### src/rtl/permute_round_controller.sv
// Slice-serial permutation sequencer: walks ROUNDS x SLICES compute cycles per job
// and hands the result off through a valid/ready handshake.
module permute_round_controller #(
  parameter int ROUNDS = 24,
  parameter int SLICES = 64,
  parameter int RW     = 5,
  parameter int SW     = 6
) (
  input  logic          clk,
  input  logic          rst,
  input  logic          start,
  input  logic          out_ready,
  output logic          ready,
  output logic          ld_in,
  output logic          sel_fb,
  output logic          ld_state,
  output logic [SW-1:0] slice_idx,
  output logic [RW-1:0] round_idx,
  output logic          ld_out,
  output logic          out_valid,
  output logic          done
);

  // state   | meaning
  // IDLE    | waiting for start, ready high
  // LOAD    | capture external input into the state register
  // COMPUTE | one slice per cycle, ROUNDS*SLICES cycles
  // OUTPUT  | ld_out on entry, then out_valid until accepted
  // FINISH  | done pulse, back to IDLE
  localparam logic [2:0] S_IDLE    = 3'd0;
  localparam logic [2:0] S_LOAD    = 3'd1;
  localparam logic [2:0] S_COMPUTE = 3'd2;
  localparam logic [2:0] S_OUTPUT  = 3'd3;
  localparam logic [2:0] S_FINISH  = 3'd4;

  localparam logic [SW-1:0] SLICE_LAST = SW'(SLICES - 1);
  localparam logic [RW-1:0] ROUND_LAST = RW'(ROUNDS - 1);

  logic [2:0]    state_q, state_d;
  logic [SW-1:0] slice_q, slice_d;
  logic [RW-1:0] round_q, round_d;
  logic          vld_q, vld_d;

  always_comb begin
    state_d = state_q;
    slice_d = '0;
    round_d = '0;
    vld_d   = 1'b0;
    case (state_q)
      S_IDLE: begin
        if (start) state_d = S_LOAD;
      end
      S_LOAD: begin
        state_d = S_COMPUTE;
      end
      S_COMPUTE: begin
        // >= rather than == so an out-of-range code wraps instead of running on
        slice_d = (slice_q >= SLICE_LAST) ? '0 : slice_q + 1'b1;
        round_d = round_q;
        if (slice_q == SLICE_LAST) begin
          round_d = (round_q >= ROUND_LAST) ? '0 : round_q + 1'b1;
        end
        if (slice_q == SLICE_LAST && round_q == ROUND_LAST) begin
          state_d = S_OUTPUT;
          slice_d = '0;
          round_d = '0;
        end
      end
      S_OUTPUT: begin
        // vld_q low marks the first OUTPUT cycle, when the result is loaded
        if (vld_q && out_ready) state_d = S_FINISH;
        else                    vld_d   = 1'b1;
      end
      S_FINISH: begin
        state_d = S_IDLE;
      end
      default: begin
        state_d = S_IDLE;
      end
    endcase
  end

  always_ff @(posedge clk or negedge rst) begin
    if (!rst) begin
      state_q <= S_IDLE;
      slice_q <= '0;
      round_q <= '0;
      vld_q   <= 1'b0;
    end else begin
      state_q <= state_d;
      slice_q <= slice_d;
      round_q <= round_d;
      vld_q   <= vld_d;
    end
  end

  assign ready     = (state_q == S_IDLE);
  assign ld_in     = (state_q == S_LOAD);
  assign sel_fb    = (state_q == S_COMPUTE);
  assign ld_state  = (state_q == S_COMPUTE);
  assign slice_idx = (state_q == S_COMPUTE) ? slice_q : '0;
  assign round_idx = (state_q == S_COMPUTE) ? round_q : '0;
  assign ld_out    = (state_q == S_OUTPUT) && !vld_q;
  assign out_valid = (state_q == S_OUTPUT) && vld_q;
  assign done      = (state_q == S_FINISH);

endmodule

### config.mk
export PLATFORM = sky130hd
export DESIGN_NAME = permute_round_controller
export DESIGN_NICKNAME = d
export VERILOG_FILES = /design/src/rtl/permute_round_controller.sv
export SDC_FILE = /design/constraint.sdc
export NUM_CORES = 1
export LEC_CHECK = 0
export CAP_MARGIN = 40
export CELL_PAD_IN_SITES_DETAIL_PLACEMENT = 1
export CELL_PAD_IN_SITES_GLOBAL_PLACEMENT = 2
export CORE_MARGIN = 1
export CORE_UTILIZATION = 27
export CTS_BUF_LIST = sky130_fd_sc_hd__clkbuf_2 sky130_fd_sc_hd__clkbuf_4 sky130_fd_sc_hd__clkbuf_8
export DETAILED_ROUTE_END_ITERATION = 10
export GPL_TIMING_DRIVEN = 1
export MAX_ROUTING_LAYER = met4
export PLACE_DENSITY_LB_ADDON = 0.1
export SYNTH_ARGS = -nofsm -noshare
export SYNTH_HDL_FRONTEND = slang
export SYNTH_SLANG_ARGS = --single-unit
export TNS_END_PERCENT = 5
### constraint.sdc
create_clock -name clk -period 1.7 [get_ports clk]
set_input_delay 0.425 -clock clk [delete_from_list [all_inputs] [get_ports clk]]
set_output_delay 0.425 -clock clk [all_outputs]
set_load 0.01 [all_outputs]
Word-level counts from Yosys, hierarchy flattened
Index checks and enable logic that the tools add are counted.
- add/sub/neg operators: 2
- magnitude comparators: 2
- equality and inequality tests: 10
- multiplexer cells: 15
- reduce and logical (&&, ||, !) cells: 7
- operators by type and width (operator ; number):
    $mux 5 ; 5
    $mux 6 ; 4
    $pmux 3 s4 ; 1
    $mux 3 ; 3
    $add 6x1->6 const B ; 1
    $eq 3x2->1 const B ; 2
    $eq 6x6->1 const B ; 1
    $ge 6x6->1 const B ; 1
    $add 5x1->5 const B ; 1
    $eq 5x5->1 const B ; 1
    $ge 5x5->1 const B ; 1
    $logic_and 1x1->1 ; 4
    $ne 2x2->1 const B ; 2
    $eq 3x1->1 const B ; 1
    $eq 3x3->1 const B ; 1
    $logic_not 3->1 ; 1
    $ne 3x1->1 const B ; 1
    $reduce_and 3->1 ; 1
    $mux 1 ; 2
    $ne 2x1->1 const B ; 1
    $logic_not 1->1 ; 1
- register bits after elaboration: 15
- output and inout bits: 18
- word-level logic and storage cells: 40

Depth between registers and ports, before layout
- depth after elaboration: 5
- depth in mapped cells: 6

Worst setup path before layout
Ideal clock, no wire load.
- path kind: register -> output
- start point: reg state_q[2]
- end point: out round_idx[4]
- arrival: 1.296 ns
- required time: 1.275 ns
- path slack: -0.021 ns
- cell stages (with the launch flop): 6
- buffers on the path: 2
- cell sequence: dfrtp_1 or3b_1 buf_6 inv_4 buf_6 and2_1
- longest elaborated chain between the ends: 2
- ends and longest elaborated chain (item ; RTL line ; text):
    start, declared ; 39 ; logic [2:0] state_q, state_d;
    start signal, assigned ; 90 ; state_q <= state_d;
    $eq 3x2->1 ; -- ;
    via ld_state ; 16 ; output logic ld_state,
    $mux 5 ; 102 ; assign round_idx = (state_q == S_COMPUTE) ? round_q : '0;
    end, declared ; 18 ; output logic [RW-1:0] round_idx,
The timed path passes the listed nets, and every way through them passes these cells.

Worst setup path after layout
- start point: reg state_q[0]
- end point: out round_idx[1]
- longest elaborated chain between the ends: 2
- ends and longest elaborated chain (item ; RTL line):
    $eq 3x2->1 ; 102
    $mux 5 ; 102
Every way passes these cells.

==> qor.txt <==
Pwr Total -> 1.89 mW
cell area after layout -> 1340 um2
die height -> 58.3 um
min Tclk post-route -> 2.02 ns
final core utilization -> 44.3%
Routed Antenna Nets -> 0
commonest cells after routing, fill and taps aside -> buf_4, dfrtp_1, buf_6, nor2_1, and2_4
Final Instance Count excl. Fillers -> 180
largest net degree at the start of global routing -> 16
Clock Pin Slew Worst Setup and Hold Paths -> 0.11 ns
Post-Syn Instances -> 91
Clock H-tree levels -> 1
Vias per Instance -> 4.72
Avg WL per Cell -> 13.7 um
PortBufs -> 21
setup TNS -> -3.43 ns
routability cong. -> 0.774
Pwr Density -> 1410 nW/um2
RSZ-0062 raised after global routing -> yes
Tcrit/Tclk final -> 119%
worst relative slew slack -> 72.6%
initial DRC count -> 14
worst hold path class -> input port to asynchronous set/reset pin
#FFs+latches synth -> 15
first-pass GRT wire length -> 4110 um
sequential cell area fraction in the yosys report -> 43.8%
Setup WS post-layout -> -0.321 ns
element type at the critical path start -> register
clock sinks -> 15
Slew Viols, Final -> 0
Leakage -> 0.646 nW
via count of the first global-routing pass -> 882
grt total ovfl -> 0
Net count, final -> 143
Placed Cells -> 167
initial antenna violation count -> 0
Hold Vio Cnt, Final -> 0
Syn Area/Cell -> 9.42 um2
CTS Buf Count -> 3
Syn Nets -> 97
row count -> 20
die width -> 58.3 um
clock skew -> 0.0126 ns
I/O pins -> 22
Yosys cell types -> 35
DRT Wirelength -> 2460 um
ant diodes -> 0
most common cell after layout, fill and taps aside -> buf_4
Setup violations, final -> 13
CTS Buffer Depth -> 2
failing checks -> negative setup slack
clock latency on the worst-skew pair -> 0.29 ns
Placed Area -> 1220 um2
maximum VDD drop -> 0.671 mV
Setup CP Type -> register to output port
Residual DRC -> 0
CP max FO -> 4
max_cap viols -> 0
TritonRoute pass-1 iters -> 4
CP Capture Type -> output port
status -> complete, but fails checks
layout cells sized above 1 -> 48.5%
post-synthesis cell area -> 857 um2
Final HPWL DP -> 1630 um
area grow syn2layout -> 56.6%
CP Data Required Time -> 1.27 ns
via count -> 849
f_max -> 0.495 GHz
CTS tree -> yes
critical path arrival -> 1.60 ns
yosys warns -> 0
worst-margin pin slew -> 0.409 ns
core area -> 3030 um2
Starting Density -> 28.3%
global-route usage over all layers -> 16.4%
die area -> 3400 um2
Root Driver -> clkbuf_4
## critical path, stage by stage, from the launching register on
cell	delay, ns
dfrtp_1	0.39
or3b_4	0.43
clkinvlp_4	0.12
buf_6	0.10
buf_6	0.09
nand2_4	0.05
inv_2	0.05
buf_6	0.09
## what timing repair did
item / 4_1_cts / 5_1_grt
setup endpoints to repair: 18 / 22
pin swaps: 3 / 1
gates resized for setup: 88 / 7
gates cloned: 1 / 0
setup buffers: 7 / 1
hold buffers: 0 / 0
## state kept, by name (all words and copies together), names as in the netlist
| signal | cells |
|---|---|
| slice_q | 6 |
| round_q | 5 |
| state_q | 3 |
| vld_q | 1 |
## path summary, 6_finish.rpt
check                      startpoint           end  slack (ns)  cells after the start
min reg2reg                slice_q[0]    slice_q[0]        0.53                      1
max                        state_q[0]  round_idx[1]       -0.32                      7
min                               rst    round_q[4]        0.45                      2
max reg2reg                state_q[0]    state_q[0]        0.07                      8
max in group asynchronous         rst    slice_q[4]        1.06                      2
min in group clk           slice_q[0]    slice_q[0]        0.53                      1
## layer usage
layer | routed length, um | share of wire, % | vias up | global-route usage [%]
met3 | 74 | 3.0 | 2 | 1.98
met5 | 0 | 0 | - | -
met1 | 1170 | 47 | 420 | 22.2
met2 | 1210 | 49 | 15 | 25.0
met4 | 14 | 0.57 | 0 | 6.80
li1 | - | - | 412 | -
## synth_stat cells
cell type / n / area, um2
o22ai_2: 1 / 12.5
a22oi_1: 1 / 7.51
nand2b_1: 2 / 12.5
nor4bb_1: 1 / 10.0
nor3_1: 4 / 20.0
buf_2: 1 / 5.00
a311oi_2: 1 / 15.0
nor3b_1: 1 / 7.51
xor2_1: 2 / 17.5
buf_6: 2 / 22.5
ha_1: 2 / 25.0
or3_1: 1 / 6.26
o211ai_1: 1 / 7.51
a31o_1: 1 / 8.76
xnor2_1: 1 / 8.76
and4_1: 1 / 8.76
and2_1: 11 / 68.8
dfrtp_1: 15 / 375
nand3b_1: 1 / 7.51
and3_1: 1 / 6.26
inv_4: 1 / 6.26
inv_1: 5 / 18.8
nand2_1: 6 / 22.5
nand3_1: 4 / 20.0
or3b_1: 1 / 8.76
o21ai_0: 2 / 10.0
a31oi_1: 1 / 6.26
nor2_1: 9 / 33.8
nand4_1: 1 / 6.26
a211oi_1: 3 / 22.5
a21oi_1: 1 / 5.00
o22ai_1: 3 / 18.8
buf_4: 1 / 7.51
a311oi_1: 1 / 8.76
a31o_2: 1 / 8.76
## cells by family (layout without fill, tap and decap cells)
| family | Yosys count | in the layout | synth area share [%] |
|---|---|---|---|
| compound gates | 17 | 17 | 15.3 |
| xor+xnor | 3 | 3 | 3.07 |
| fa+ha+maj | 2 | 2 | 2.92 |
| buf+inv | 10 | 55 | 7.01 |
| flops | 15 | 15 | 43.8 |
| simple gates | 44 | 44 | 27.9 |
## power by group
| part | switching [mW] | internal, mW | leakage (nW) |
|---|---|---|---|
| Combinational | 0.496 | 0.663 | 0.428 |
| Sequential | 0.0711 | 0.425 | 0.199 |
| Clock | 0.125 | 0.107 | 0.0184 |
| Total | 0.692 | 1.19 | 0.646 |
## area by class of cell
class                   count  area [um2]
clock buffers               4        30.0
fillers                   355        1690
inverters                   6        30.0
multi-input cells          66         474
flip-flops and latches     15         375
well taps                  44        55.1
repair buffers             44         370
repair inverters            1        7.51
## metrics by stage
step                      worst slack, ns  hold WS (ns)
after floorplan                   0.00814         0.129
after global placement             -0.354         0.502
after detailed placement           -0.386         0.512
after CTS                          -0.353         0.451
after global routing               -0.399         0.447
final                              -0.321         0.445
No activity file was read; power rests on OpenSTA's default activity.
==> RTL edit: new RTL, same flow settings <==
Set the parameter `RW` to 6 (it was 5).
--- a/src/rtl/permute_round_controller.sv
+++ b/src/rtl/permute_round_controller.sv
@@ -3,7 +3,7 @@
 module permute_round_controller #(
   parameter int ROUNDS = 24,
   parameter int SLICES = 64,
-  parameter int RW     = 5,
+  parameter int RW     = 6,
   parameter int SW     = 6
 ) (
   input  logic          clk,
Interface: changed (resized round_idx); port bits go from 22 to 23. The function was not compared with the original's and may differ.
==> RTL edit against the unedited design <==
- the run still ends with setup timing left
- synthesized area increased by 3.9%
- worst setup slack improved by 0.041 ns
- largest cell class unchanged
- cell area increased by 6.3%
- first-iteration DRC count decreased by 29%
- combinational power increased by 3%
- sequential share of layout area increased by 0.087 points
- critical path depth decreased by 2
- wire length increased by 8.2%
- register-to-register slack about the same
- total power increased by 4.7%
- sequential cell count increased by 1
==> RTL edit: results (changes against the unedited design) <==
stage,metric,value,unit,change
outcome,status,finished with violations,,unchanged
outcome,violations,setup timing,,unchanged
logic_synthesis,synth_area_leaders,"dfrtp_1 (45%), and2_1 (8.4%), nor2_1 (5.1%)",,"was dfrtp_1 (44%), and2_1 (8.0%), nor2_1 (3.9%)"
logic_synthesis,ys_warn_count,0,,unchanged
power,p_int,1.27,mW,was 1.19 mW
clocking,clk_latency,0.29,ns,about the same
global_route,grt_max_degree,17,,was 16
timing,finalSetupViolations,17,,was 13
finish,finalNetCount,146,,was 143
power,total_leakage_power,0.664,nW,was 0.646 nW
place,port_buffers,22,,was 21
place,gp_congestion,0.729,,was 0.774
place,place_area,1290,µm²,was 1220 µm²
setup_path,reg2reg_to,round_q[0]$_DFFE_PN0P_,,was state_q[0]$_DFFE_PN0P_
logic_synthesis,seq_area_frac_synth,0.449,,was 0.438
logic_synthesis,ys_top_cells_by_count,"dfrtp_1 (16), and2_1 (12), nor2_1 (12)",,"was dfrtp_1 (15), and2_1 (11), nor2_1 (9)"
global_route,grt_pass1_wl,4170,µm,was 4110 µm
route,drt_wl_total,2670,µm,was 2460 µm
clocking,clk_pin_slew,0.11,ns,about the same
route,wire_per_inst,14.6,µm,was 13.7 µm
timing,hold_viol,0,,unchanged
place,dp_hpwl,1690,µm,was 1630 µm
setup_path,slowest_stage,or3b_4,,unchanged
setup_path,critPathArrivalTime,1.56,ns,was 1.60 ns
power,powerDensity,1380,nW/µm²,was 1410 nW/µm²
finish,fillers,376,,was 355
power,ir_drop,0.559,mV,was 0.671 mV
global_route,overflow,0,,unchanged
logic_synthesis,syn_inst,95,,was 91
route,via_count,883,,was 849
setup_path,rr_startpoint,round_q[0]$_DFFE_PN0P_,,was state_q[0]$_DFFE_PN0P_
timing,skew,0.00473,ns,was 0.0126 ns
place,place_inst,175,,was 167
global_route,grt_use_total,0.166,,was 0.164
global_route,grt_pass1_vias,836,,was 882
finish,reg_top3,"round_q: 6 flops, slice_q: 6 flops, state_q: 3 flops",,"was slice_q: 6 flops, round_q: 5 flops, state_q: 3 flops"
timing,worst_pin_slew,0.419,ns,was 0.409 ns
setup_path,crit_path_max_fanout,5,,was 4
setup_path,worstSetupEndpoint,slice_idx[0],,was round_idx[1]
finish,stdcell_area,1430,µm²,was 1340 µm²
power,power.share.combinational,0.610,,was 0.614
finish,diodes,0,,unchanged
logic_synthesis,async_flop_share,1.00,,unchanged
finish,drive_gt1_frac,0.460,,was 0.485
timing,finalSetupTns,-3.57,ns,was -3.43 ns
power,power_frac_clock,0.134,,was 0.123
route,drtIter0Drc,10,,was 14
logic_synthesis,synth_fp_nets,101,,was 97
logic_synthesis,synth.distinct_cells,34,,was 35
timing,holdWs,0.441,ns,was 0.445 ns
logic_synthesis,synth_flop_cell,dfrtp_1,,unchanged
place,pre_cts_ws,-0.403,ns,was -0.386 ns
setup_path,r2r_cells,4,,was 8
timing,setup_ws,-0.281,ns,was -0.321 ns
## RTL edit: metal layers
metal	track usage	vias to the layer above	wire, µm	share of wire
li1	-	428	-	-
met5	-	-	0	0
met4	0.0612	0	14	0.0053
met2	0.231	14	1270	0.48
met3	0.0437	2	80	0.030
met1	0.228	439	1300	0.49
## RTL edit: timing repair
item / 4_1_cts / 5_1_grt
setup endpoints to repair: 19 / 21
gates cloned: 1 / 1
pin swaps: 1 / 4
gates resized for setup: 82 / 29
setup buffers: 0 / 2
## RTL edit: final cells by class
class                      count  area share
sequential                    16       0.280
inverter                       4      0.0140
multi-input combinational     71       0.348
timing repair buffer          44       0.294
tap                           44      0.0386
clock buffer                   4      0.0254
## RTL edit: logic make-up (layout without fill, tap and decap cells)
group	count (synthesis)	count (layout)	share of synthesized area
AOI/OAI and AO/OA	20	20	0.156
adders and majority gates	2	2	0.0281
xor gates and xnor gates	3	3	0.0295
and+or+nand+nor	46	46	0.292
buffers and inverters	8	52	0.0449
DFF	16	16	0.449
